$ cat config.mk
export PLATFORM = sky130hd
export DESIGN_NAME = bec_result_reader_flat
export DESIGN_NICKNAME = d
export VERILOG_FILES = /design/src/rtl/bec_result_reader_if.sv /design/src/rtl/bec_result_reader.sv /design/src/flat_wrapper.sv
export SDC_FILE = /design/constraint.sdc
export NUM_CORES = 1
export LEC_CHECK = 0
export BUFFER_PORTS_ARGS = -buffer_cell sky130_fd_sc_hd__buf_4
export CAP_MARGIN = 5
export CORE_ASPECT_RATIO = 0.5
export CORE_MARGIN = 1.5
export CORE_UTILIZATION = 46
export DETAILED_ROUTE_END_ITERATION = 12
export PLACE_DENSITY = 0.75
export SLEW_MARGIN = 5
export SYNTH_ARGS = -nofsm -noshare
export SYNTH_HDL_FRONTEND = slang
export SYNTH_SLANG_ARGS = --single-unit
$ cat constraint.sdc
create_clock -name wb_clk_i -period 2.7 [get_ports wb_clk_i]
set_input_delay 0.135 -clock wb_clk_i [delete_from_list [all_inputs] [get_ports wb_clk_i]]
set_output_delay 0.135 -clock wb_clk_i [all_outputs]
set_load 0.05 [all_outputs]
$ cat src/rtl/bec_result_reader_if.sv
// Command/response channel between the management SoC logic analyzer and
// the BEC result reader. The SoC side is the master (issues commands); the
// reader is the slave (returns tagged response chunks).
interface bec_result_reader_if #(
  parameter int CHUNK = 82,
  parameter int TAG_W = 14
);
  logic             rd_en;
  logic             cmd_valid;
  logic [7:0]       cmd_sel;
  logic             rsp_valid;
  logic [CHUNK-1:0] rsp_data;
  logic [TAG_W-1:0] rsp_tag;

  modport master (
    output rd_en,
    output cmd_valid,
    output cmd_sel,
    input  rsp_valid,
    input  rsp_data,
    input  rsp_tag
  );

  modport slave (
    input  rd_en,
    input  cmd_valid,
    input  cmd_sel,
    output rsp_valid,
    output rsp_data,
    output rsp_tag
  );
endinterface

$ cat src/rtl/bec_result_reader.sv
// BEC result reader: captures the W/Z results of the BEC core into shadow
// registers and serves them as tagged chunks over the LA command path.
// A result set is retired only by an explicit release after all four
// chunks have been read.
module bec_result_reader #(
  parameter int WIDTH = 163,
  parameter int CHUNK = 82,
  parameter int TAG_W = 14
) (
  input  logic             wb_clk_i,
  input  logic             wb_rst_i,
  input  logic             core_done,
  input  logic [WIDTH-1:0] core_wout,
  input  logic [WIDTH-1:0] core_zout,
  bec_result_reader_if.slave la,
  output logic             full,
  output logic [3:0]       rd_mask,
  output logic             read_done,
  output logic             overrun
);

  // Low chunk width; the low chunk is zero-extended up to CHUNK bits.
  localparam int LO_W = WIDTH - CHUNK;

  localparam logic [7:0] CMD_RELEASE = 8'h10;

  localparam logic [TAG_W-1:0] TAG_READ_BASE = TAG_W'(14'h3100);
  localparam logic [TAG_W-1:0] TAG_REL_OK    = TAG_W'(14'h3500);
  localparam logic [TAG_W-1:0] TAG_REL_NAK   = TAG_W'(14'h3E00);
  localparam logic [TAG_W-1:0] TAG_BAD_CMD   = TAG_W'(14'h3FFF);

  typedef enum logic {
    ST_EMPTY = 1'b0,
    ST_FULL  = 1'b1
  } state_t;

  state_t           state_q, state_d;
  logic             cmd_prev_q;
  logic [WIDTH-1:0] w_q, w_d;
  logic [WIDTH-1:0] z_q, z_d;
  logic [3:0]       rd_mask_q, rd_mask_d;
  logic             overrun_q, overrun_d;
  logic             read_done_q, read_done_d;
  logic             rsp_valid_q, rsp_valid_d;
  logic [CHUNK-1:0] rsp_data_q, rsp_data_d;
  logic [TAG_W-1:0] rsp_tag_q, rsp_tag_d;

  logic             is_full;
  logic             accept;
  logic             read_cmd;
  logic             release_cmd;
  logic             release_ok;
  logic             capture;
  logic [1:0]       chunk_idx;

  // Chunk views of the shadow registers, indexed by cmd_sel[3:2]:
  // 0 W-hi, 1 W-lo, 2 Z-hi, 3 Z-lo.
  logic [CHUNK-1:0] chunk_data [4];
  logic [TAG_W-1:0] chunk_tag  [4];

  assign chunk_data[0] = w_q[WIDTH-1 -: CHUNK];
  assign chunk_data[1] = CHUNK'(w_q[LO_W-1:0]);
  assign chunk_data[2] = z_q[WIDTH-1 -: CHUNK];
  assign chunk_data[3] = CHUNK'(z_q[LO_W-1:0]);

  // Command decode. Only a rising edge of cmd_valid (with rd_en high)
  // counts, so a strobe held high by the SoC executes exactly once.
  assign is_full     = (state_q == ST_FULL);
  assign accept      = la.cmd_valid & ~cmd_prev_q & la.rd_en;
  assign chunk_idx   = la.cmd_sel[3:2];
  assign read_cmd    = accept & is_full & (la.cmd_sel[7:4] == 4'h0) &
                       (la.cmd_sel[1:0] == 2'b00);
  assign release_cmd = accept & is_full & (la.cmd_sel == CMD_RELEASE);
  assign release_ok  = release_cmd & (rd_mask_q == 4'hF);
  // A new result lands only when the slot is free or being freed right now;
  // otherwise the held set is protected and the loss is flagged as overrun.
  assign capture     = core_done & (~is_full | release_ok);

  // Per-chunk read tracking and tag generation.
  for (genvar gi = 0; gi < 4; gi++) begin : g_chunk
    assign chunk_tag[gi] = TAG_READ_BASE + (TAG_W'(gi) << 8);
    assign rd_mask_d[gi] = (capture | release_ok) ? 1'b0 :
                           (rd_mask_q[gi] | (read_cmd & (chunk_idx == 2'(gi))));
  end

  // State and datapath registers with synchronous reset.
  always_ff @(posedge wb_clk_i) begin
    if (wb_rst_i) begin
      state_q     <= ST_EMPTY;
      cmd_prev_q  <= 1'b0;
      w_q         <= '0;
      z_q         <= '0;
      rd_mask_q   <= '0;
      overrun_q   <= 1'b0;
      read_done_q <= 1'b0;
      rsp_valid_q <= 1'b0;
      rsp_data_q  <= '0;
      rsp_tag_q   <= '0;
    end else begin
      state_q     <= state_d;
      cmd_prev_q  <= la.cmd_valid;
      w_q         <= w_d;
      z_q         <= z_d;
      rd_mask_q   <= rd_mask_d;
      overrun_q   <= overrun_d;
      read_done_q <= read_done_d;
      rsp_valid_q <= rsp_valid_d;
      rsp_data_q  <= rsp_data_d;
      rsp_tag_q   <= rsp_tag_d;
    end
  end

  // Next state: capture always leaves us FULL; a clean release empties.
  always_comb begin
    state_d = state_q;
    if (capture) begin
      state_d = ST_FULL;
    end else if (release_ok) begin
      state_d = ST_EMPTY;
    end
  end

  // Shadow registers, overrun flag and release pulse.
  always_comb begin
    w_d         = w_q;
    z_d         = z_q;
    overrun_d   = overrun_q;
    read_done_d = release_ok;
    if (capture) begin
      w_d = core_wout;
      z_d = core_zout;
    end else if (release_ok) begin
      w_d = '0;
      z_d = '0;
    end
    if (release_ok) begin
      overrun_d = 1'b0;
    end else if (core_done & is_full) begin
      overrun_d = 1'b1;
    end
  end

  // Response formation: registered one cycle after acceptance; payload and
  // tag hold their value between responses. Reads use the pre-capture data.
  always_comb begin
    rsp_valid_d = accept;
    rsp_data_d  = rsp_data_q;
    rsp_tag_d   = rsp_tag_q;
    if (accept) begin
      rsp_data_d = '0;
      rsp_tag_d  = '0;
      if (read_cmd) begin
        rsp_data_d = chunk_data[chunk_idx];
        rsp_tag_d  = chunk_tag[chunk_idx];
      end else if (release_cmd) begin
        rsp_tag_d = release_ok ? TAG_REL_OK : TAG_REL_NAK;
      end else if (is_full) begin
        rsp_tag_d = TAG_BAD_CMD;
      end
    end
  end

  // Output drive from the registered state.
  always_comb begin
    full         = (state_q == ST_FULL);
    rd_mask      = rd_mask_q;
    read_done    = read_done_q;
    overrun      = overrun_q;
    la.rsp_valid = rsp_valid_q;
    la.rsp_data  = rsp_data_q;
    la.rsp_tag   = rsp_tag_q;
  end

endmodule
$ cat src/flat_wrapper.sv
// flat-port wrapper written by rule: the top's interface ports become plain ports
module bec_result_reader_flat 
#(
  parameter int WIDTH = 163,
  parameter int CHUNK = 82,
  parameter int TAG_W = 14
)
  (wb_clk_i, wb_rst_i, core_done, core_wout, core_zout, full, rd_mask, read_done, overrun, la_rd_en, la_cmd_valid, la_cmd_sel, la_rsp_valid, la_rsp_data, la_rsp_tag);
  bec_result_reader_if #(.CHUNK(CHUNK), .TAG_W(TAG_W)) la_i ();
  input  logic wb_clk_i;
  input  logic wb_rst_i;
  input  logic core_done;
  input  logic [WIDTH-1:0] core_wout;
  input  logic [WIDTH-1:0] core_zout;
  output logic full;
  output logic [3:0] rd_mask;
  output logic read_done;
  output logic overrun;
  input wire logic [$bits(la_i.rd_en)-1:0] la_rd_en;
  input wire logic [$bits(la_i.cmd_valid)-1:0] la_cmd_valid;
  input wire logic [$bits(la_i.cmd_sel)-1:0] la_cmd_sel;
  output wire logic [$bits(la_i.rsp_valid)-1:0] la_rsp_valid;
  output wire logic [$bits(la_i.rsp_data)-1:0] la_rsp_data;
  output wire logic [$bits(la_i.rsp_tag)-1:0] la_rsp_tag;
  assign la_i.rd_en = la_rd_en;
  assign la_i.cmd_valid = la_cmd_valid;
  assign la_i.cmd_sel = la_cmd_sel;
  assign la_rsp_valid = la_i.rsp_valid;
  assign la_rsp_data = la_i.rsp_data;
  assign la_rsp_tag = la_i.rsp_tag;
  bec_result_reader #(.WIDTH(WIDTH), .CHUNK(CHUNK), .TAG_W(TAG_W)) u_core (.wb_clk_i(wb_clk_i), .wb_rst_i(wb_rst_i), .core_done(core_done), .core_wout(core_wout), .core_zout(core_zout), .la(la_i), .full(full), .rd_mask(rd_mask), .read_done(read_done), .overrun(overrun));
endmodule
==> impl_metrics.env <==
export IMPL_max_slew_margin_pct=36.8
export IMPL_start_util_pct=47.2
export IMPL_maxSlewViolCount=0
export IMPL_placedInstanceArea_sq_um=18700
export IMPL_cp_max_fo=46
export IMPL_clk_latency_ns=0.52
export IMPL_power_uw=14300
export IMPL_required_ns=3.17
export IMPL_die_area_sq_um=34100
export IMPL_ys_types=36
export IMPL_synth_nets=1533
export IMPL_viasPerCell=5.85
export IMPL_crit_top_cell="buf_12"
export IMPL_dp_slack_ns=0.337
export IMPL_wirelength_mm=54.1
export IMPL_clock_fmax_mhz=422
export IMPL_dieHeight_microns=131
export IMPL_grt_util_all_layers_pct=30.8
export IMPL_final_cell_area_sq_um=23400
export IMPL_syn2layout_area_growth_pct=54.3
export IMPL_synth_seq_area_share_pct=55.9
export IMPL_final_nets=2240
export IMPL_fin_crit_ns=2.37
export IMPL_critPathArrivalTime_ns=2.83
export IMPL_cpPeakStageDelay_ns=0.61
export IMPL_wl_met3_mm=2.68
export IMPL_worst_path_buf_inv=2
export IMPL_path_cells="nand3b_1 > or4_4 > a211oi_4 > buf_12 > buf_12 > a22o_1"
export IMPL_std_cell_rows=46
export IMPL_slowest_stage="or4_4"
export IMPL_cts_made_buffers=39
export IMPL_vdd_drop_max_v=0.000447
export IMPL_critPathCaptureType="flip-flop"
export IMPL_grt_pass1_vias=14757
export IMPL_vias=13871
export IMPL_synth_top_family_by_area="compound AO/OA/AOI/OAI gates"
export IMPL_min_path_type="primary input to flip-flop"
export IMPL_dp_hpwl_mm=30.7
export IMPL_wl_met1_mm=19.6
export IMPL_p_leak_uw=0.00990
export IMPL_port_buffers=442
export IMPL_wl_met2_mm=28.3
export IMPL_grt_max_degree=165
export IMPL_routedWlPerCell_microns=22.8
export IMPL_drive_above_1_share_pct=32.1
export IMPL_antenna_found_initial=13
export IMPL_grt_pass1_wl_mm=82.6
export IMPL_hold_viol_final=0
export IMPL_status="finished, final reports clean"
export IMPL_pin_count=443
export IMPL_clockBufferDepth=3
export IMPL_overflow=0
export IMPL_crit_type="flip-flop to flip-flop"
export IMPL_clk_pin_slew_ns=0.07
export IMPL_htreeDepth=2
export IMPL_die_w_microns=260
export IMPL_synth_fa_ha_area_share_pct=0.330
export IMPL_maxCapViolCount=0
export IMPL_fin_crit_sh_pct=87.7
export IMPL_synth_compound_area_share_pct=23.8
export IMPL_gp_congestion=0.859
export IMPL_worst_slack_ns=0.332
export IMPL_setup_tns_final_ns=0
export IMPL_ys_ff_latch=423
export IMPL_topRoutingLayerUsed="met4"
export IMPL_muxShareOfSynthArea_pct=12.2
export IMPL_synthCells=1190
export IMPL_ys_warn_count=0
export IMPL_avgSynthCellArea_sq_um=12.7
export IMPL_worstMarginPinSlew_ns=0.948
export IMPL_cts_tree="built"
export IMPL_synth_area_sq_um=15100
export IMPL_drtIter0Drc=1271
export IMPL_cpLargestDelayFamily="simple AND/OR/NAND/NOR gates"
export IMPL_drt_pre_antenna_iters=6
export IMPL_yosys_area_share_simple_pct=3.49
export IMPL_cellPowerDensity_nw_per_um2=614
export IMPL_cp_start_kind="flip-flop"
export IMPL_cts_sinks=423
export IMPL_cts_root_buf="clkbuf_16"
export IMPL_synth_xor_area_share_pct=0
export IMPL_stdcell_count=2370
export IMPL_finClkSkew_ns=0.0143
export IMPL_setup_viol=0
export IMPL_drc=0
export IMPL_ant_nets=0
export IMPL_dp_cells=1960
export IMPL_rsz0062_at_grt="no"
export IMPL_core_area_sq_um=32100
-- flip-flops by register name, summed over array words and instances, names as in the netlist --
name                 count
u_core.la.rsp_tag        6
u_core.full              1
u_core.read_done         1
u_core.overrun           1
u_core.z_q             163
u_core.la.rsp_data      82
u_core.w_q             163
u_core.la.rsp_valid      1
u_core.cmd_prev_q        1
u_core.rd_mask           4
-- cell type report --
cell class / count / area, sq um
Sequential cell: 423 / 8470
Clock inverter: 16 / 219
Fill cell: 2008 / 8700
Timing Repair Buffer: 795 / 6920
Multi-Input combinational cell: 635 / 6050
Clock buffer: 51 / 1110
Tap cell: 432 / 541
Antenna cell: 15 / 37.5
Inverter: 3 / 11.3
-- metal layers --
| metal | vias up | track usage (%) |
|---|---|---|
| met5 | - | 0 |
| met4 | 0 | 20.3 |
| met3 | 245 | 4.76 |
| met2 | 676 | 55.1 |
| met1 | 6898 | 34.0 |
| li1 | 6052 | - |
-- what timing repair did --
action	in CTS	in global routing
hold endpoints to repair	329	0
gates resized for setup	0	0
buffers inserted	0	0
hold buffers	328	0
-- placed cells by master, fill, tap and decap left out, types with 6 or more instances in the layout --
cell type        n
clkbuf_16       41
nand2_1         12
dfxtp_1        423
a22o_1         325
nor2_1          87
buf_12          10
a22oi_1         83
clkinv_2         9
buf_4          456
dlygate4sd3_1  328
a21oi_1         12
nor2b_1          6
mux4_2          81
diode_2         15
-- logic make-up after synthesis --
group / count (synthesis)
muxes: 83
DFF: 423
adders and majority gates: 4
and+or+nand+nor: 119
buffers and inverters: 132
AOI/OAI and AO/OA: 429
-- stage by stage --
stage	utilization (%)	hold slack (ns)
finish	72.9	0.0504
global route	72.9	0.0634
CTS	72.8	0.0201
detailed placement	58.4	0.347
global placement	58.4	0.344
floorplan	-	0.261
-- final timing paths --
check                                          start                    end  slack [ns]  depth (start not counted)
worst min-delay path                   la_cmd_sel[4]  u_core.la.rsp_tag[10]        0.05                          3
worst max register to register     u_core.cmd_prev_q         u_core.w_q[11]        0.33                          6
worst max-delay path               u_core.cmd_prev_q         u_core.w_q[11]        0.33                          6
worst min register to register  u_core.la.rsp_tag[8]   u_core.la.rsp_tag[8]        0.46                          2
-- Yosys cell counts (all sizes together) --
cell type    n  area [sq um]
a22o       325          2850
ha           4          50.1
nand2b       1          6.26
a21oi       12          60.1
nand2       12          45.0
nor2        87           327
buf         61           388
a221oi       1          8.76
o31ai        1          7.51
inv          3          11.3
or3          1          6.26
nand4        1          6.26
nor3         1          5.00
o311ai       1          8.76
clkbuf      68           255
nand4bb      1          11.3
and3b        1          8.76
or2          1          6.26
o21bai       2          15.0
mux2         1          11.3
a22oi       83           623
nor2b        6          37.5
mux2i        1          10.0
nor4         2          18.8
nand4b       1          8.76
or4bb        1          11.3
dfxtp      423          8470
a31oi        1          6.26
a211oi       3          22.5
nand3b       1          7.51
or4          2          22.5
mux4        81          1820
-- worst min-delay path, stage by stage --
cell      delay (ns)
buf_4           0.12
o311ai_0        0.15
a21oi_1         0.13
-- report_power, final --
group / switching [uW] / leakage [uW] / internal [uW]
Sequential: 188 / 0.00346 / 6540
Clock: 2460 / 0.000660 / 3400
Combinational: 704 / 0.00578 / 1060
Total: 3350 / 0.00990 / 11000
(Power assumes the default switching activity.)
